File: config.mk
export PLATFORM = sky130hd
export DESIGN_NAME = psram_pwr_seq
export DESIGN_NICKNAME = d
export VERILOG_FILES = /design/src/rtl/psram_pwr_seq.sv
export SDC_FILE = /design/constraint.sdc
export NUM_CORES = 1
export LEC_CHECK = 0
export BUFFER_PORTS_ARGS = -buffer_cell sky130_fd_sc_hd__buf_2
export CAP_MARGIN = 30
export CORE_MARGIN = 2
export CORE_UTILIZATION = 40
export CTS_BUF_LIST = sky130_fd_sc_hd__clkbuf_2 sky130_fd_sc_hd__clkbuf_4 sky130_fd_sc_hd__clkbuf_8
export DETAILED_ROUTE_END_ITERATION = 8
export GPL_TIMING_DRIVEN = 0
export PLACE_DENSITY_LB_ADDON = 0.3
export SETUP_SLACK_MARGIN = 0.02
export SLEW_MARGIN = 20
export SYNTH_ARGS = -nofsm -noshare
export SYNTH_HDL_FRONTEND = slang
export SYNTH_SLANG_ARGS = --single-unit
File: constraint.sdc
create_clock -name clk -period 2.6 [get_ports clk]
set_input_delay 0.26 -clock clk [delete_from_list [all_inputs] [get_ports clk]]
set_output_delay 0.26 -clock clk [all_outputs]
set_load 0.1 [all_outputs]
File: src/rtl/psram_pwr_seq.sv
// Power-up sequencer for a PSRAM controller: filters PLL lock, holds the controller
// in reset, waits out the power-up time, then handshakes the init sequence.
module psram_pwr_seq #(
  parameter int LOCK_FILTER  = 64,
  parameter int RST_HOLD     = 16,
  parameter int PWRUP_CYCLES = 8100,
  parameter int INIT_TIMEOUT = 1024
) (
  input  logic       clk,
  input  logic       rst,
  input  logic       pll_lock,
  input  logic       init_ack,
  output logic       ctrl_rst,
  output logic       init_req,
  output logic       ready,
  output logic [7:0] lock_loss_cnt,
  output logic [7:0] timeout_cnt,
  output logic [2:0] state
);

  localparam int MAX_AB = (LOCK_FILTER > RST_HOLD) ? LOCK_FILTER : RST_HOLD;
  localparam int MAX_CD = (PWRUP_CYCLES > INIT_TIMEOUT) ? PWRUP_CYCLES : INIT_TIMEOUT;
  localparam int MAX_CNT = (MAX_AB > MAX_CD) ? MAX_AB : MAX_CD;
  localparam int CNT_W = (MAX_CNT < 2) ? 1 : $clog2(MAX_CNT);

  localparam logic [CNT_W-1:0] LD_FILTER = CNT_W'(LOCK_FILTER - 1);
  localparam logic [CNT_W-1:0] LD_HOLD   = CNT_W'(RST_HOLD - 1);
  localparam logic [CNT_W-1:0] LD_PWRUP  = CNT_W'(PWRUP_CYCLES - 1);
  localparam logic [CNT_W-1:0] LD_INIT   = CNT_W'(INIT_TIMEOUT - 1);

  typedef enum logic [2:0] {
    S_IDLE   = 3'd0,
    S_FILTER = 3'd1,
    S_HOLD   = 3'd2,
    S_PWRUP  = 3'd3,
    S_INIT   = 3'd4,
    S_READY  = 3'd5
  } state_t;

  function automatic logic [7:0] sat_inc8(input logic [7:0] v);
    return (v == 8'hFF) ? v : v + 8'd1;
  endfunction

  function automatic logic [CNT_W-1:0] dec_floor0(input logic [CNT_W-1:0] v);
    return (v == '0) ? v : v - CNT_W'(1);
  endfunction

  logic             lock_p0;
  logic             lock_s;
  state_t           st_q;
  state_t           st_nxt;
  logic [CNT_W-1:0] cnt_q;
  logic [CNT_W-1:0] cnt_nxt;
  logic             loss_inc;
  logic             to_inc;
  logic             ctrl_rst_nxt;
  logic             init_req_nxt;
  logic             ready_nxt;

  // Stage p0/p1: two-flop synchronizer for the asynchronous lock input
  always_ff @(posedge clk) begin
    if (rst) begin
      lock_p0 <= 1'b0;
      lock_s  <= 1'b0;
    end else begin
      lock_p0 <= pll_lock;
      lock_s  <= lock_p0;
    end
  end

  // Next-state: one shared down-counter, reloaded whenever a state is entered
  always_comb begin
    st_nxt   = st_q;
    cnt_nxt  = dec_floor0(cnt_q);
    loss_inc = 1'b0;
    to_inc   = 1'b0;
    case (st_q)
      S_IDLE: begin
        if (lock_s) begin
          st_nxt  = S_FILTER;
          cnt_nxt = LD_FILTER;
        end
      end
      S_FILTER: begin
        if (!lock_s) begin
          st_nxt  = S_IDLE;
          cnt_nxt = '0;
        end else if (cnt_q == '0) begin
          st_nxt  = S_HOLD;
          cnt_nxt = LD_HOLD;
        end
      end
      S_HOLD: begin
        if (!lock_s) begin
          st_nxt   = S_IDLE;
          cnt_nxt  = '0;
          loss_inc = 1'b1;
        end else if (cnt_q == '0) begin
          st_nxt  = S_PWRUP;
          cnt_nxt = LD_PWRUP;
        end
      end
      S_PWRUP: begin
        if (!lock_s) begin
          st_nxt   = S_IDLE;
          cnt_nxt  = '0;
          loss_inc = 1'b1;
        end else if (cnt_q == '0) begin
          st_nxt  = S_INIT;
          cnt_nxt = LD_INIT;
        end
      end
      S_INIT: begin
        // Lock loss beats ack, and ack beats timeout
        if (!lock_s) begin
          st_nxt   = S_IDLE;
          cnt_nxt  = '0;
          loss_inc = 1'b1;
        end else if (init_ack) begin
          st_nxt  = S_READY;
          cnt_nxt = '0;
        end else if (cnt_q == '0) begin
          st_nxt  = S_HOLD;
          cnt_nxt = LD_HOLD;
          to_inc  = 1'b1;
        end
      end
      S_READY: begin
        if (!lock_s) begin
          st_nxt   = S_IDLE;
          cnt_nxt  = '0;
          loss_inc = 1'b1;
        end
      end
      default: begin
        st_nxt  = S_IDLE;
        cnt_nxt = '0;
      end
    endcase
  end

  // Outputs are decoded from the next state so they flip on the same edge as state
  always_comb begin
    ctrl_rst_nxt = (st_nxt == S_IDLE) || (st_nxt == S_FILTER) || (st_nxt == S_HOLD);
    init_req_nxt = (st_nxt == S_INIT);
    ready_nxt    = (st_nxt == S_READY);
  end

  // Stage p2: state, counter and registered outputs
  always_ff @(posedge clk) begin
    if (rst) begin
      st_q          <= S_IDLE;
      cnt_q         <= '0;
      ctrl_rst      <= 1'b1;
      init_req      <= 1'b0;
      ready         <= 1'b0;
      lock_loss_cnt <= 8'd0;
      timeout_cnt   <= 8'd0;
    end else begin
      st_q     <= st_nxt;
      cnt_q    <= cnt_nxt;
      ctrl_rst <= ctrl_rst_nxt;
      init_req <= init_req_nxt;
      ready    <= ready_nxt;
      if (loss_inc) lock_loss_cnt <= sat_inc8(lock_loss_cnt);
      if (to_inc)   timeout_cnt   <= sat_inc8(timeout_cnt);
    end
  end

  assign state = st_q;

endmodule

# Word-level counts from Yosys, hierarchy flattened
# Cells that the tools add are included.
[totals] n_memories=0 ram_bits=0 romBits=0 latchBits=0 regBits=37 elab_cells=62 in_bits=4
[op_classes] muxes=29 reduce_logical=8 mul=0 n_div=0 n_addsub=3 shift=0 n_lt_le_gt_ge=0 n_eq_ne=11 bitwise=2
[op_table] operator="two-way mux 13 bit" count=11
[op_table] operator="case mux 13 bit (6 select lines)" count=1
[op_table] operator="two-way mux 3 bit" count=10
[op_table] operator="case mux 3 bit (6 select lines)" count=1
[op_table] operator="adder 8 x 1 -> 8 bit, second input constant" count=2
[op_table] operator="equality test 8 bit, second input constant" count=2
[op_table] operator="zero test 13 bit" count=1
[op_table] operator="subtractor 13 x 1 -> 13 bit, second input constant" count=1
[op_table] operator="equality test 3 bit, second input constant" count=4
[op_table] operator="equality test 3 x 2 -> 1 bit, second input constant" count=3
[op_table] operator="equality test 3 x 1 -> 1 bit, second input constant" count=2
[op_table] operator="zero test 3 bit" count=2
[op_table] operator="two-way mux 1 bit" count=6
[op_table] operator="AND reduction 2 bit" count=2
[op_table] operator="OR reduction 4 bit" count=1
[op_table] operator="logical OR 1 bit" count=2
[op_table] operator="inverter 1 bit" count=2

# Depth between registers and ports, before layout
[depth] word_depth=8 ltp_mapped=8 mapped_depth_nobuf=8

# Worst setup path after synthesis
# Ideal clock, no wire load.
[synth_path] kind="reg2reg" from="register st_q[2], in the netlist state[2]" to="register timeout_cnt[1]" path_stages_with_launch=7 t_arrival_ps=2282 setup_time_ps=128 path_buffers=1 required_ps=2472 setup_slack_ps=190 cell_sequence="dfxtp_1 -> buf_2 -> nor4b_2 -> nand2_1 -> nor3_1 -> mux2i_1 -> nor2_1"
[synth_between] elab_chain_cells=3
[synth_lines] element="from (decl)" line="50" rtl="state_t st_q;"
[synth_lines] element="from (signal assigned)" line="160" rtl="st_q <= st_nxt;"
[synth_lines] element="equality test 3 bit" line="77" rtl="case (st_q)"
[synth_lines] element="two-way mux 1 bit" line="77"
[synth_lines] element="AND reduction 2 bit (no source line)"
[synth_lines] element="to (signal assigned)" line="166" rtl="if (to_inc) timeout_cnt <= sat_inc8(timeout_cnt);"
[synth_lines] element="to (decl)" line="17" rtl="output logic [7:0] timeout_cnt,"
# Every way passes these cells.
# A chain may end at the register's enable or synchronous reset.

# Final worst setup path
[layout_path] from="register cnt_q[0]" to="register timeout_cnt[1]"
[layout_between] elab_chain_cells=6
[layout_lines] element="from (decl)" line="52" rtl="logic [CNT_W-1:0] cnt_q;"
[layout_lines] element="from (signal assigned)" line="161" rtl="cnt_q <= cnt_nxt;"
[layout_lines] element="zero test 13 bit" line="122" rtl="end else if (cnt_q == '0) begin"
[layout_lines] element="two-way mux 1 bit" line="122"
[layout_lines] element="two-way mux 1 bit" line="119" rtl="end else if (init_ack) begin"
[layout_lines] element="two-way mux 1 bit" line="115" rtl="if (!lock_s) begin"
[layout_lines] element="two-way mux 1 bit" line="77"
[layout_lines] element="AND reduction 2 bit (no source line)"
# Every way passes these cells.

==> impl_metrics.env <==
export IMPL_regToRegSetupSlack_ns=0.57
export IMPL_cp_required_ns=2.77
export IMPL_wl_per_cell_um=14.0
export IMPL_placementRows=26
export IMPL_async_flop_share=0
export IMPL_yosysWarnings=0
export IMPL_r2r_cells=7
export IMPL_n_antenna_cell=0
export IMPL_routabilityCongestion=0.871
export IMPL_tns_ns=0
export IMPL_synth_enable_flop_cells=0
export IMPL_synth_area_mux_share=0.00930
export IMPL_clk_pin_slew_ns=0.08
export IMPL_status="complete, no violations"
export IMPL_cp_start_kind="register"
export IMPL_hpwl_mm=3.59
export IMPL_synth_cells=248
export IMPL_grt_pass1_wl_mm=8.48
export IMPL_drive_gt1_frac=0.199
export IMPL_crit_fanout=9
export IMPL_cts_htree_levels=2
export IMPL_path_class="register to register"
export IMPL_drv_cap=0
export IMPL_p_comb_frac=0.450
export IMPL_pwr_share_seq=0.330
export IMPL_pin_count=26
export IMPL_yosysSeqAreaShare=0.344
export IMPL_die_y_um=77.4
export IMPL_clkPwrFrac=0.221
export IMPL_nets=289
export IMPL_grt_start_max_net_pins=13
export IMPL_end_kind="register"
export IMPL_p_switching_mw=0.951
export IMPL_cts_tree="yes"
export IMPL_ys_ff_latch=37
export IMPL_yosys_top_cells_area="dfxtp_1 (34%), nor2_1 (5.9%), xnor2_1 (3.7%), xor2_1 (3.7%), a21oi_1 (3.0%)"
export IMPL_fp_dieW_um=77.4
export IMPL_drtIter0Drc=108
export IMPL_syn_num_nets=257
export IMPL_yosys_area_share_simple=0.326
export IMPL_synth_compound_area_frac=0.170
export IMPL_cts_setup_buffers=0
export IMPL_synth_xor_area_share=0.0733
export IMPL_ff_latch_area_um2=741
export IMPL_synth_fa_ha_area_frac=0.0291
export IMPL_synth_area_per_cell_um2=8.68
export IMPL_root_buffer="clkbuf_8"
export IMPL_grt_ovfl_total=0
export IMPL_clock_fmax_ghz=0.491
export IMPL_postRouteAntennaNets=0
export IMPL_dieArea_um2=5980
export IMPL_min_path_type="primary input to register"
export IMPL_ctsHoldBuffers=0
export IMPL_vias=1942
export IMPL_post_route_util=0.483
export IMPL_vias_per_cell=5.53
export IMPL_setup_viol=0
export IMPL_clk_latency_ns=0.29
export IMPL_yosysTopAreaCell="dfxtp_1"
export IMPL_antenna_found_initial=0
export IMPL_portBuffers=25
export IMPL_syn_area_um2=2150
export IMPL_clkSinkCount=37
export IMPL_yosysTopAreaCellShare=0.344
export IMPL_drc=0
export IMPL_area_delta_synth_final_pct=15.5
export IMPL_clockBufferDepth=2
export IMPL_maxSlewViolCount=0
export IMPL_grt_usage=0.174
export IMPL_fillers=544
export IMPL_cts_buffers=5
export IMPL_cp_arrival_ns=2.21
export IMPL_period_share=0.783
export IMPL_core_area_um2=5140
export IMPL_initial_utilization=0.419
export IMPL_switching_share=0.394
export IMPL_worstMarginPinSlew_ns=0.757
export IMPL_multi_input_area_um2=1310
export IMPL_yosysUniqueCellTypes=59
export IMPL_p_per_area_nw_per_um2=971
export IMPL_p_leak_nw=0.972
export IMPL_rsz0062_at_grt="no"
export IMPL_holdPathStages=2
export IMPL_irDropWorstVdd_mv=0.391
export IMPL_cts_resized=0
export IMPL_firstDrtPassIters=4
export IMPL_skew_ns=0.00635
export IMPL_wl_mm=4.90
export IMPL_power_internal_mw=1.46
export IMPL_grt_pass1_vias=1813
export IMPL_synth_top_family_by_area="simple AND/OR/NAND/NOR gates"
export IMPL_synth_top_flop_cell="dfxtp_1"
export IMPL_finalWorstPathRequiredPeriod_ns=2.03
export IMPL_hold_violations=0
export IMPL_slew_headroom=0.491
[cells in the final DEF (no fill, tap or decap), types with 2 or more instances in the layout]
master	count
buf_2	28
o21ai_0	9
nor3_1	8
nand3_1	8
inv_1	5
or3_1	2
clkbuf_1	5
xor2_1	9
mux2i_1	2
o31ai_1	5
buf_6	2
a21oi_1	13
or4_4	2
clkbuf_8	8
and3_1	4
nor4_1	7
nand4_1	6
dfxtp_1	37
nor4b_2	2
xnor2_1	9
a21o_1	2
ha_1	5
a211oi_1	4
nor2b_1	10
nand2b_1	3
nand2_1	11
nor2_1	34
nand3b_1	3
nor3b_1	3
a22oi_1	2
o22ai_1	2
nor4_4	2
[power by group through the flow]
stage / logic, mW / clock network, mW / registers, mW
after floorplan: 0.888 / 0 / 0.784
after global placement: 1.07 / 0 / 0.802
after detailed placement: 1.08 / 0 / 0.807
after CTS: 1.08 / 0.548 / 0.793
after global routing: 1.21 / 0.566 / 0.813
final: 1.09 / 0.532 / 0.795
[critical path, stage by stage (launching register included)]
cell	delay, ns
dfxtp_1	0.36
inv_1	0.09
ha_1	0.16
nor4b_4	0.32
nand3_2	0.27
nor3_1	0.43
mux2i_1	0.23
nor2_1	0.05
[logic make-up (layout without fill, tap and decap cells)]
family / after synthesis / after routing
XOR/XNOR: 18 / 18
buffers and inverters: 17 / 50
AND/OR/NAND/NOR: 115 / 115
multiplexers: 2 / 2
adder cells (fa/ha/maj): 5 / 5
AO/OA/AOI/OAI: 54 / 54
flip-flops: 37 / 37
[Yosys cell counts, drive strengths merged (2+ instances only)]
cell,count
dfxtp,37
nor2,34
a21oi,13
nand2,11
nor2b,10
o21ai,10
nand3,9
nor3,9
nor4,9
xnor2,9
xor2,9
clkbuf,7
nand4,6
a211oi,5
buf,5
ha,5
inv,5
o31ai,5
and3,4
nor4b,4
nand2b,3
nand3b,3
nor3b,3
or3,3
or4,3
a21o,2
a22oi,2
mux2i,2
o22ai,2
o311a,2
[registers in the layout, summed over array words and instances (netlist names), 3 cells and up]
name           flops
state              3
cnt_q             13
timeout_cnt        8
lock_loss_cnt      8
[path summary, 6_finish.rpt]
path,to,startpoint
worst max-delay path,timeout_cnt[1],cnt_q[0]
worst max register to register,timeout_cnt[1],cnt_q[0]
worst min register to register,lock_s,lock_p0
worst min-delay path,lock_p0,pll_lock
[layout make-up]
type,instances,area share
Buffer,12,0.0337
Tap cell,70,0.0352
Sequential cell,37,0.298
Multi-Input combinational cell,194,0.527
Inverter,5,0.00755
Clock buffer,6,0.0332
Timing Repair Buffer,25,0.0504
Clock inverter,2,0.0151
[routing by layer]
layer	wire length (um)	vias to the layer above	track usage
li1	-	971	-
met1	2320	927	0.224
met2	2280	38	0.281
met3	223	6	0.0419
met4	68	0	0.0714
met5	0	-	0
[through the flow]
stage / worst slack (ns) / hold WS (ns) / instances / instance area, um2 / total power [mW]
2_1_floorplan: 0.190 / 0.388 / 248 / 2150 / 1.67
3_3_place_gp: 0.592 / 0.438 / 343 / 2360 / 1.87
3_5_place_dp: 0.574 / 0.435 / 343 / 2360 / 1.88
4_1_cts: 0.556 / 0.178 / 351 / 2480 / 2.43
5_1_grt: 0.352 / 0.207 / 351 / 2480 / 2.59
6_report: 0.565 / 0.185 / 351 / 2480 / 2.41
No activity file was read; power rests on OpenSTA's default activity.
